[src/rtl/ps2_kbd_feeder_if.sv]
// Keyboard queue write interface.
// master (feeder): drives we_fifo, datain_fifo, count; reads r_ptr.
// slave (queue):   reads we_fifo, datain_fifo, count; drives r_ptr.
//   we_fifo     - one-cycle write strobe
//   datain_fifo - ASCII byte to write
//   count       - next write pointer, valid with we_fifo
//   r_ptr       - queue read pointer
interface ps2_kbd_feeder_if #(
  parameter int unsigned PTR_W = 3
) ();
  logic             we_fifo;
  logic [7:0]       datain_fifo;
  logic [PTR_W-1:0] count;
  logic [PTR_W-1:0] r_ptr;

  modport master (
    output we_fifo,
    output datain_fifo,
    output count,
    input  r_ptr
  );

  modport slave (
    input  we_fifo,
    input  datain_fifo,
    input  count,
    output r_ptr
  );
endinterface

[src/rtl/ps2_kbd_feeder.sv]
// PS/2 keyboard receiver and ASCII feeder for the keyboard queue.
// Receives scan-set-2 frames, tracks shift/caps/break/extended state, translates
// make codes to ASCII and writes them into the queue via q_if.
//   clk       - system clock (same net as the queue write clock)
//   clrn      - asynchronous active-low reset
//   ps2_clk   - raw PS/2 clock (asynchronous)
//   ps2_data  - raw PS/2 data (asynchronous)
//   q_if      - queue write port (we_fifo, datain_fifo, count out; r_ptr in)
//   overflow  - sticky, a key was dropped because the queue was full
//   frame_err - one-cycle pulse on parity, stop-bit or timeout error
//   caps_lock - current caps-lock state
//   last_scan - last valid scan byte received
module ps2_kbd_feeder #(
  parameter int unsigned TIMEOUT_CYCLES = 50000,
  parameter int unsigned PTR_W          = 3
) (
  input  logic                    clk,
  input  logic                    clrn,
  input  logic                    ps2_clk,
  input  logic                    ps2_data,
  ps2_kbd_feeder_if.master        q_if,
  output logic                    overflow,
  output logic                    frame_err,
  output logic                    caps_lock,
  output logic [7:0]              last_scan
);

  localparam int unsigned TmoW = $clog2(TIMEOUT_CYCLES + 1);
  localparam logic [TmoW-1:0] TmoLast = TmoW'(TIMEOUT_CYCLES - 1);

  typedef enum logic [1:0] {StIdle, StData, StParity, StStop} rx_state_e;

  // Make code to ASCII; zero means "no character".
  function automatic logic [7:0] ascii_of(input logic [7:0] code, input logic ext,
                                          input logic shift, input logic caps);
    logic [7:0] r;
    r = 8'h00;
    if (ext) begin
      case (code)
        8'h4A:   r = "/";
        8'h5A:   r = 8'h0A;
        default: r = 8'h00;
      endcase
    end else begin
      case (code)
        8'h1C: r = "a";  8'h32: r = "b";  8'h21: r = "c";  8'h23: r = "d";
        8'h24: r = "e";  8'h2B: r = "f";  8'h34: r = "g";  8'h33: r = "h";
        8'h43: r = "i";  8'h3B: r = "j";  8'h42: r = "k";  8'h4B: r = "l";
        8'h3A: r = "m";  8'h31: r = "n";  8'h44: r = "o";  8'h4D: r = "p";
        8'h15: r = "q";  8'h2D: r = "r";  8'h1B: r = "s";  8'h2C: r = "t";
        8'h3C: r = "u";  8'h2A: r = "v";  8'h1D: r = "w";  8'h22: r = "x";
        8'h35: r = "y";  8'h1A: r = "z";
        8'h45: r = shift ? ")" : "0";
        8'h16: r = "1";  8'h1E: r = "2";  8'h26: r = "3";  8'h25: r = "4";
        8'h2E: r = "5";  8'h36: r = "6";  8'h3D: r = "7";
        8'h3E: r = shift ? "*" : "8";
        8'h46: r = shift ? "(" : "9";
        8'h55: r = shift ? "+" : "=";
        8'h4E: r = "-";  8'h49: r = ".";  8'h4A: r = "/";
        8'h29: r = 8'h20; 8'h5A: r = 8'h0A; 8'h66: r = 8'h08;
        8'h70: r = "0";  8'h69: r = "1";  8'h72: r = "2";  8'h7A: r = "3";
        8'h6B: r = "4";  8'h73: r = "5";  8'h74: r = "6";  8'h6C: r = "7";
        8'h75: r = "8";  8'h7D: r = "9";
        8'h79: r = "+";  8'h7B: r = "-";  8'h7C: r = "*";  8'h71: r = ".";
        default: r = 8'h00;
      endcase
      if (r >= "a" && r <= "z" && (shift ^ caps)) r = r - 8'h20;
    end
    return r;
  endfunction

  // Receiver
  logic [2:0]       sync_clk_q, sync_clk_d;
  logic [2:0]       sync_dat_q, sync_dat_d;
  rx_state_e        state_q, state_d;
  logic [2:0]       bitcnt_q, bitcnt_d;
  logic [7:0]       shreg_q, shreg_d;
  logic             par_q, par_d;
  logic [TmoW-1:0]  tmo_q, tmo_d;
  logic             scan_valid_q, scan_valid_d;
  logic [7:0]       last_scan_q, last_scan_d;
  logic             ferr_q, ferr_d;
  // Decoder
  logic             shift_q, shift_d;
  logic             caps_q, caps_d;
  logic             brk_q, brk_d;
  logic             ext_q, ext_d;
  logic             req_q, req_d;
  logic [7:0]       ascii_q, ascii_d;
  // Write stage; w_ptr doubles as the count output since they only change together
  logic             we_q, we_d;
  logic [7:0]       din_q, din_d;
  logic [PTR_W-1:0] w_ptr_q, w_ptr_d;
  logic             ovf_q, ovf_d;

  logic             fall;
  logic             bit_in;
  logic [7:0]       lut;
  logic [PTR_W-1:0] w_nxt;
  logic             unused_dat;

  assign fall       = sync_clk_q[2] & ~sync_clk_q[1];
  assign bit_in     = sync_dat_q[1];
  assign unused_dat = sync_dat_q[2];
  assign w_nxt      = w_ptr_q + PTR_W'(1);
  assign lut        = ascii_of(last_scan_q, ext_q, shift_q, caps_q);

  always_comb begin
    sync_clk_d   = {sync_clk_q[1:0], ps2_clk};
    sync_dat_d   = {sync_dat_q[1:0], ps2_data};
    state_d      = state_q;
    bitcnt_d     = bitcnt_q;
    shreg_d      = shreg_q;
    par_d        = par_q;
    tmo_d        = tmo_q;
    scan_valid_d = 1'b0;
    last_scan_d  = last_scan_q;
    ferr_d       = 1'b0;
    shift_d      = shift_q;
    caps_d       = caps_q;
    brk_d        = brk_q;
    ext_d        = ext_q;
    req_d        = 1'b0;
    ascii_d      = ascii_q;
    we_d         = 1'b0;
    din_d        = din_q;
    w_ptr_d      = w_ptr_q;
    ovf_d        = ovf_q;

    // Receiver
    case (state_q)
      StIdle: begin
        // A high start bit is treated as line noise and silently ignored.
        if (fall && !bit_in) begin
          state_d  = StData;
          bitcnt_d = 3'd0;
        end
      end
      StData: begin
        if (fall) begin
          shreg_d  = {bit_in, shreg_q[7:1]};
          bitcnt_d = bitcnt_q + 3'd1;
          if (bitcnt_q == 3'd7) state_d = StParity;
        end
      end
      StParity: begin
        if (fall) begin
          par_d   = bit_in;
          state_d = StStop;
        end
      end
      StStop: begin
        if (fall) begin
          state_d = StIdle;
          if ((^{shreg_q, par_q}) && bit_in) begin
            scan_valid_d = 1'b1;
            last_scan_d  = shreg_q;
          end else begin
            ferr_d = 1'b1;
          end
        end
      end
      default: state_d = StIdle;
    endcase

    // Abort a stalled partial frame.
    if (state_q == StIdle) begin
      tmo_d = '0;
    end else if (fall) begin
      tmo_d = '0;
    end else if (tmo_q == TmoLast) begin
      tmo_d   = '0;
      state_d = StIdle;
      ferr_d  = 1'b1;
    end else begin
      tmo_d = tmo_q + TmoW'(1);
    end

    // Decoder
    if (scan_valid_q) begin
      if (last_scan_q == 8'hF0) begin
        brk_d = 1'b1;
      end else if (last_scan_q == 8'hE0) begin
        ext_d = 1'b1;
      end else if (brk_q) begin
        if ((last_scan_q == 8'h12 || last_scan_q == 8'h59) && !ext_q) shift_d = 1'b0;
        brk_d = 1'b0;
        ext_d = 1'b0;
      end else begin
        ext_d = 1'b0;
        if (last_scan_q == 8'h12 || last_scan_q == 8'h59) begin
          shift_d = 1'b1;
        end else if (last_scan_q == 8'h58) begin
          caps_d = ~caps_q;
        end else if (lut != 8'h00) begin
          req_d   = 1'b1;
          ascii_d = lut;
        end
      end
    end

    // Write stage; full uses r_ptr as seen in the request cycle.
    if (req_q) begin
      if (w_nxt == q_if.r_ptr) begin
        ovf_d = 1'b1;
      end else begin
        we_d    = 1'b1;
        din_d   = ascii_q;
        w_ptr_d = w_nxt;
      end
    end
  end

  always_ff @(posedge clk or negedge clrn) begin
    if (!clrn) begin
      sync_clk_q   <= '0;
      sync_dat_q   <= '0;
      state_q      <= StIdle;
      bitcnt_q     <= '0;
      shreg_q      <= '0;
      par_q        <= 1'b0;
      tmo_q        <= '0;
      scan_valid_q <= 1'b0;
      last_scan_q  <= '0;
      ferr_q       <= 1'b0;
      shift_q      <= 1'b0;
      caps_q       <= 1'b0;
      brk_q        <= 1'b0;
      ext_q        <= 1'b0;
      req_q        <= 1'b0;
      ascii_q      <= '0;
      we_q         <= 1'b0;
      din_q        <= '0;
      w_ptr_q      <= '0;
      ovf_q        <= 1'b0;
    end else begin
      sync_clk_q   <= sync_clk_d;
      sync_dat_q   <= sync_dat_d;
      state_q      <= state_d;
      bitcnt_q     <= bitcnt_d;
      shreg_q      <= shreg_d;
      par_q        <= par_d;
      tmo_q        <= tmo_d;
      scan_valid_q <= scan_valid_d;
      last_scan_q  <= last_scan_d;
      ferr_q       <= ferr_d;
      shift_q      <= shift_d;
      caps_q       <= caps_d;
      brk_q        <= brk_d;
      ext_q        <= ext_d;
      req_q        <= req_d;
      ascii_q      <= ascii_d;
      we_q         <= we_d;
      din_q        <= din_d;
      w_ptr_q      <= w_ptr_d;
      ovf_q        <= ovf_d;
    end
  end

  assign q_if.we_fifo     = we_q;
  assign q_if.datain_fifo = din_q;
  assign q_if.count       = w_ptr_q;
  assign overflow         = ovf_q;
  assign frame_err        = ferr_q;
  assign caps_lock        = caps_q;
  assign last_scan        = last_scan_q;

endmodule

[src/flat_wrapper.sv]
// flat-port wrapper written by rule: the top's interface ports become plain ports
module ps2_kbd_feeder_flat 
#(
  parameter int unsigned TIMEOUT_CYCLES = 50000,
  parameter int unsigned PTR_W          = 3
)
  (clk, clrn, ps2_clk, ps2_data, overflow, frame_err, caps_lock, last_scan, q_if_we_fifo, q_if_datain_fifo, q_if_count, q_if_r_ptr);
  ps2_kbd_feeder_if #(.PTR_W(PTR_W)) q_if_i ();
  input  logic clk;
  input  logic clrn;
  input  logic ps2_clk;
  input  logic ps2_data;
  output logic overflow;
  output logic frame_err;
  output logic caps_lock;
  output logic [7:0] last_scan;
  output wire logic [$bits(q_if_i.we_fifo)-1:0] q_if_we_fifo;
  output wire logic [$bits(q_if_i.datain_fifo)-1:0] q_if_datain_fifo;
  output wire logic [$bits(q_if_i.count)-1:0] q_if_count;
  input wire logic [$bits(q_if_i.r_ptr)-1:0] q_if_r_ptr;
  assign q_if_we_fifo = q_if_i.we_fifo;
  assign q_if_datain_fifo = q_if_i.datain_fifo;
  assign q_if_count = q_if_i.count;
  assign q_if_i.r_ptr = q_if_r_ptr;
  ps2_kbd_feeder #(.TIMEOUT_CYCLES(TIMEOUT_CYCLES), .PTR_W(PTR_W)) u_core (.clk(clk), .clrn(clrn), .ps2_clk(ps2_clk), .ps2_data(ps2_data), .q_if(q_if_i), .overflow(overflow), .frame_err(frame_err), .caps_lock(caps_lock), .last_scan(last_scan));
endmodule
[config.mk]
export PLATFORM = sky130hd
export DESIGN_NAME = ps2_kbd_feeder_flat
export DESIGN_NICKNAME = d
export VERILOG_FILES = /design/src/rtl/ps2_kbd_feeder_if.sv /design/src/rtl/ps2_kbd_feeder.sv /design/src/flat_wrapper.sv
export SDC_FILE = /design/constraint.sdc
export NUM_CORES = 1
export LEC_CHECK = 0
export CORE_UTILIZATION = 35
export DETAILED_ROUTE_END_ITERATION = 16
export SETUP_SLACK_MARGIN = 0.5
export SYNTH_ARGS = -nofsm -noshare
export SYNTH_HDL_FRONTEND = slang
export SYNTH_SLANG_ARGS = --single-unit
[constraint.sdc]
create_clock -name clk -period 4.3 [get_ports clk]
set_input_delay 0.43 -clock clk [delete_from_list [all_inputs] [get_ports clk]]
set_output_delay 0.43 -clock clk [all_outputs]
set_load 0.05 [all_outputs]
==> qor.yml, run 1 <==
drv_slew: 0
dieArea_mm2: 0.0134
place_inst: 681
critPathArrivalTime_ns: 3.62
synth_edf_count: 0
die_h_um: 116
reg2reg_slack_ns: 0.89
cts_resized: 0
cts_made_buffers: 9
period_minus_slack_ns: 3.41
grt_overflow: 0
fill_cells: 1274
syn_area_mm2: 0.00453
r2r-start: "u_core.last_scan[5]$_DFFE_PN0P_"
synthArstFlopShare: 1.00
power_uw: 1700
rsz0062_at_grt: "no"
clk_pin_slew_worst_paths_ns: 0.06
ir_drop_v: 0.000174
r2r_cells: 8
htree_levels: 3
insertedDiodeCount: 0
worstMarginPinSlew_ns: 1.14
routabilityCongestion: 0.943
hold_viol: 0
crit_path_end_kind: "flip-flop"
ys.warnings.count: 0
antenna_found_initial: 0
setup.worst_path.start_class: "flip-flop"
skew_ns: 0.00471
grt_pass1_vias: 3840
crit-reg2reg-capture: "u_core.ascii_q[1]$_DFFE_PN0P_"
fmax_mhz: 294
tritoncts: "done"
totalWireLength_um: 11300
first_pass_iters: 5
post-place-ws_ns: 0.956
crit_fanout: 26
grtUsageTotal: 0.178
worstSkewPairLatency_ns: 0.33
wl_per_cell_um: 16.3
finalCritPeriodShare: 0.792
ios: 30
rows: 41
cts.sinks: 71
grt_first_pass_wirelength_um: 18700
setup.worst_path.class: "flip-flop to flip-flop"
cts.path.max_buffers: 2
grt_max_degree: 38
required_ns: 4.52
synth_area_per_cell_um2: 8.93
io_buffers: 29
dieWidth_um: 116
ant_nets: 0
netlist_instances: 507
ctsHoldBuffers: 0
core-area_mm2: 0.0126
power-per-cell-area_mw_per_mm2: 325
post_cts_buffers: 0
area_growth_pct: 15.3
num_vias: 3966
final_nets: 532
synth_nets: 519
holdWs_ns: 0.169
drv_cap: 0
finalSetupViolations: 0
slew-limit-headroom: 0.237
yosysSeqAreaShare: 0.392
first_iter_violations: 219
final_cell_count_no_fill: 697
via_per_inst: 5.69
hold_path_class: "primary input to async pin"
tns_ns: 0
start_util: 0.359
ys_ff_latch: 71
drc: 0
p_leak_uw: 0.00212
setup_ws_ns: 0.893
clock-root-buffer: "clkbuf_16"
hpwl_um: 7900
layout-drive-gt1-share: 0.112
ys.flop_type: "dfrtp_1"
status: "complete, no violations"
ys_types: 72
## layer usage
layer | GRT usage | share of wire | vias up | wire, µm
li1 | - | - | 1869 | -
met1 | 0.216 | 0.42 | 1897 | 4740
met2 | 0.281 | 0.47 | 161 | 5370
met3 | 0.0460 | 0.066 | 39 | 753
met4 | 0.115 | 0.043 | 0 | 483
met5 | 0 | 0 | - | 0
## kinds of logic after synthesis
logic type / share of synthesized area
flip-flops: 0.392
buffers and inverters: 0.0489
multiplexers: 0.0517
AO/OA/AOI/OAI: 0.157
AND/OR/NAND/NOR: 0.275
XOR/XNOR: 0.0619
adder cells (fa/ha/maj): 0.0138
## where the power goes
group / switching [µW] / internal, µW
Sequential: 47.1 / 713
Clock: 281 / 448
Combinational: 95.3 / 111
Total: 424 / 1270
## critical path, stage by stage, from the launching register on
cell and delay, ns:
dfrtp_1 0.69, nor4b_2 1.09, a21oi_1 0.19, o41ai_1 0.32, a21oi_1 0.13, a31o_1 0.27, and2_4 0.16, and4_1 0.19
a211o_1 0.26
## flip-flops by register name (all words and copies together) (netlist names), 2 cells and up
name                     count
u_core.sync_clk_q            3
u_core.bitcnt_q              3
u_core.shreg_q               8
u_core.ascii_q               8
u_core.state_q               2
u_core.tmo_q                16
u_core.q_if.datain_fifo      8
u_core.q_if.count            3
u_core.sync_dat_q            2
u_core.last_scan             8
## how the worst max path moves through the flow
stage                                          startpoint                       endpoint  cells after the start
after global routing      u_core.last_scan[5]$_DFFE_PN0P_  u_core.ascii_q[1]$_DFFE_PN0P_                      8
after global placement    u_core.last_scan[5]$_DFFE_PN0P_  u_core.ascii_q[1]$_DFFE_PN0P_                      8
final                     u_core.last_scan[5]$_DFFE_PN0P_  u_core.ascii_q[1]$_DFFE_PN0P_                      8
after CTS                 u_core.last_scan[5]$_DFFE_PN0P_  u_core.ascii_q[1]$_DFFE_PN0P_                      8
after detailed placement  u_core.last_scan[5]$_DFFE_PN0P_  u_core.ascii_q[1]$_DFFE_PN0P_                      8
after floorplan           u_core.last_scan[6]$_DFFE_PN0P_  u_core.ascii_q[1]$_DFFE_PN0P_                      9
## metrics by stage
stage	util	area (µm²)
floorplan	-	4530
global placement	0.390	4920
detailed placement	0.390	4920
CTS	0.414	5220
global route	0.414	5220
finish	0.414	5220
## layout by cell type, fill, tap and decap left out, types with 3 or more instances in the layout
cell type and instances:
dfrtp_1 71, a31oi_1 5, nand2_1 66, nand3_1 23, nand2b_1 9, a32oi_1 4
nor4_1 7, clkbuf_16 9, and3_1 5, nor4b_1 6, or4_1 5, clkdlybuf4s50_1 28
clkinvlp_4 3, nand4b_1 4, nor2b_1 9, xor2_1 11, nor2_1 41, mux2_2 19
xnor2_1 21, or3_1 4, a22o_1 4, ha_1 5, o211ai_1 5, nor3_1 6
o22ai_1 6, nand4_1 12, o21ai_0 21, nor4bb_1 3, inv_1 12, o21ai_1 8
o31ai_1 3, buf_4 9, nor3b_1 7, a21oi_1 15, nand3b_1 3, a211o_1 4
## cell type report
class / instances / area (µm²) / share of cell area
repair buffers: 38 / 353 / 0.0676
clock buffers: 9 / 225 / 0.0431
multi-input cells: 387 / 2530 / 0.485
clock inverters: 7 / 71.3 / 0.0137
flip-flops and latches: 71 / 1780 / 0.340
inverters: 13 / 48.8 / 0.00935
well taps: 172 / 215 / 0.0412
## Yosys cell counts, types with 4 or more instances
| library cell | instances | area [µm²] |
|---|---|---|
| o21ai_0 | 21 | 105 |
| buf_2 | 21 | 105 |
| nor2_1 | 41 | 154 |
| a21oi_1 | 15 | 75.1 |
| nor3_1 | 6 | 30.0 |
| a31oi_1 | 5 | 31.3 |
| nand4b_1 | 4 | 35.0 |
| o211ai_1 | 5 | 37.5 |
| inv_1 | 12 | 45.0 |
| xnor2_1 | 21 | 184 |
| nor4_1 | 7 | 43.8 |
| o22ai_1 | 6 | 37.5 |
| ha_1 | 5 | 62.6 |
| or3_1 | 4 | 25.0 |
| nand2_1 | 66 | 248 |
| or4_1 | 5 | 37.5 |
| nand4_1 | 12 | 75.1 |
| and3_1 | 5 | 31.3 |
| nand2b_1 | 9 | 56.3 |
| dfrtp_1 | 71 | 1780 |
| a22o_1 | 4 | 35.0 |
| a211o_1 | 4 | 35.0 |
| nor4b_1 | 6 | 52.6 |
| mux2_2 | 19 | 214 |
| a32oi_1 | 4 | 35.0 |
| nand3_1 | 23 | 115 |
| xor2_1 | 11 | 96.3 |
| nor2b_1 | 9 | 56.3 |
| nor3b_1 | 7 | 52.6 |
| clkbuf_1 | 12 | 45.0 |
| o21ai_1 | 8 | 40.0 |
No activity file was read; power rests on OpenSTA's default activity.
==> run 2: changes to the inputs <==
Clock period 4.3 ns to 2.8 ns, I/O delays scaled along.
==> run 2 against run 1 <==
Compared with the run above: fmax grew 29%; clock skew increased by 0.0021 ns; via count grew 9.1%; sequential share of layout area down 5.2 points; critical path depth grew 3; sequential power up 53%; die area stayed put; hold slack worse by 0.099 ns; sequential cell count unchanged; critical path type unchanged.
==> qor.yml, run 2 (synthesized netlist as in run 1, its figures left out) <==
status: "complete, no violations"
power-per-cell-area_mw_per_mm2: 435
htree_levels: 3
tritoncts: "done"
antenna_found_initial: 0
hold_viol: 0
drc: 0
period_minus_slack_ns: 2.64
final_common_cell: "buf_4"
grtUsageTotal: 0.209
insertedDiodeCount: 0
hold_path_class: "primary input to async pin"
dieArea_mm2: 0.0134
regMostFlops: "u_core.tmo_q"
grt_pass1_vias: 4219
worstSkewPairLatency_ns: 0.33
area_growth_pct: 37.5
wl_per_cell_um: 17.1
final_nets: 616
core-area_mm2: 0.0126
first_iter_violations: 292
rsz0062_at_grt: "yes"
routabilityCongestion: 0.986
finalSetupViolations: 0
cp_num_buf_inv: 3
ant_nets: 0
skew_ns: 0.00683
drv_cap: 0
holdWs_ns: 0.0698
setup.worst_path.class: "flip-flop to flip-flop"
slew-limit-headroom: 0.404
hpwl_um: 9050
crit_fanout: 6
rows: 41
p_leak_uw: 0.00265
cts_made_buffers: 9
path_cells: "buf_12, buf_6, xor2_1, nand3_1, a311oi_1, buf_4, a211o_1, or4_4, o21ai_4, and3_4, a21oi_2"
first_pass_iters: 5
totalWireLength_um: 13400
critPathArrivalTime_ns: 2.85
crit_path_end_kind: "flip-flop"
clk_pin_slew_worst_paths_ns: 0.06
fill_cells: 1222
ir_drop_v: 0.000374
grt_first_pass_wirelength_um: 21300
setup.worst_path.start_class: "flip-flop"
worstMarginPinSlew_ns: 0.894
max_stage_delay_ns: 0.53
dieWidth_um: 116
die_h_um: 116
mostFrequentLayoutCells: "buf_4, nand2_1, dfrtp_1"
required_ns: 3.01
finalCritPeriodShare: 0.944
io_buffers: 29
tns_ns: 0
clock-root-buffer: "clkbuf_16"
start_util: 0.359
drv_slew: 0
fmax_mhz: 378
critPathTopFamily: "simple AND/OR/NAND/NOR gates"
largest_reg_flops: 16
layout-drive-gt1-share: 0.302
cts.sinks: 71
num_vias: 4325
grt_overflow: 0
cp_slowest_cell: "or4_4"
via_per_inst: 5.54
ios: 30
grt_max_degree: 72
cts.path.max_buffers: 2
==> run 2: per-layer routing <==
| layer | GRT usage | share of wire | up-vias | wire, µm |
|---|---|---|---|---|
| met2 | 0.351 | 0.50 | 145 | 6640 |
| li1 | - | - | 2035 | - |
| met3 | 0.0507 | 0.050 | 52 | 671 |
| met5 | 0 | 0 | - | 0 |
| met4 | 0.105 | 0.040 | 0 | 538 |
| met1 | 0.249 | 0.41 | 2093 | 5530 |
==> run 2: area by class of cell <==
cell class	count	area, µm²	area share
clock buffer	10	229	0.0368
clock inverter	6	93.8	0.0151
inverter	13	48.8	0.00784
multi-input combinational	387	2740	0.440
sequential	71	1790	0.288
tap	172	215	0.0346
timing repair buffer	122	1110	0.178
==> run 2: where the power goes <==
part | leakage, µW | switching [µW] | total [µW] | internal, µW
registers | 0.000954 | 70.1 | 1160 | 1090
logic | 0.00154 | 155 | 333 | 178
clock network | 0.000153 | 425 | 1210 | 785
==> run 2: path summary, 6_finish.rpt <==
check	start	slack, ns	endpoint	cells after the start
worst min-delay path	clrn	0.07	u_core.ascii_q[7]$_DFFE_PN0P_	1
max in group asynchronous	clrn	2.04	u_core.last_scan[2]$_DFFE_PN0P_	1
min in group clk	u_core.sync_dat_q[0]$_DFF_PN0_	0.35	u_core.sync_dat_q[1]$_DFF_PN0_	0
worst max register to register	u_core.last_scan[3]$_DFFE_PN0P_	0.16	u_core.req_q$_DFF_PN0_	11
worst max-delay path	u_core.last_scan[3]$_DFFE_PN0P_	0.16	u_core.req_q$_DFF_PN0_	11
worst min register to register	u_core.sync_dat_q[0]$_DFF_PN0_	0.35	u_core.sync_dat_q[1]$_DFF_PN0_	0
==> run 2: timing repair <==
action | in CTS | in global routing
setup buffers | 26 | 8
pin swaps | 9 | 13
setup endpoints to repair | 9 | 18
hold buffers | 0 | 0
gates resized for setup | 24 | 28
cloned | 1 | 0
==> run 2: worst register-to-register path, stage by stage (launching register included) <==
cell	delay [ns]
dfrtp_2	0.43
buf_12	0.14
buf_6	0.11
xor2_1	0.14
nand3_1	0.10
a311oi_1	0.10
buf_4	0.15
a211o_1	0.31
or4_4	0.53
o21ai_4	0.25
and3_4	0.22
a21oi_2	0.05
==> run 2: stage by stage <==
| stage | std cells | util | power [µW] | area (µm²) | setup slack (ns) |
|---|---|---|---|---|---|
| 2_1_floorplan | 507 | - | 1420 | 4620 | 0.232 |
| 3_3_place_gp | 730 | 0.425 | 1500 | 5360 | -0.0468 |
| 3_5_place_dp | 730 | 0.425 | 1510 | 5360 | 0.0584 |
| 4_1_cts | 773 | 0.478 | 2750 | 6030 | 0.202 |
| 5_1_grt | 781 | 0.493 | 2840 | 6230 | 0.0490 |
| 6_report | 781 | 0.493 | 2710 | 6230 | 0.157 |
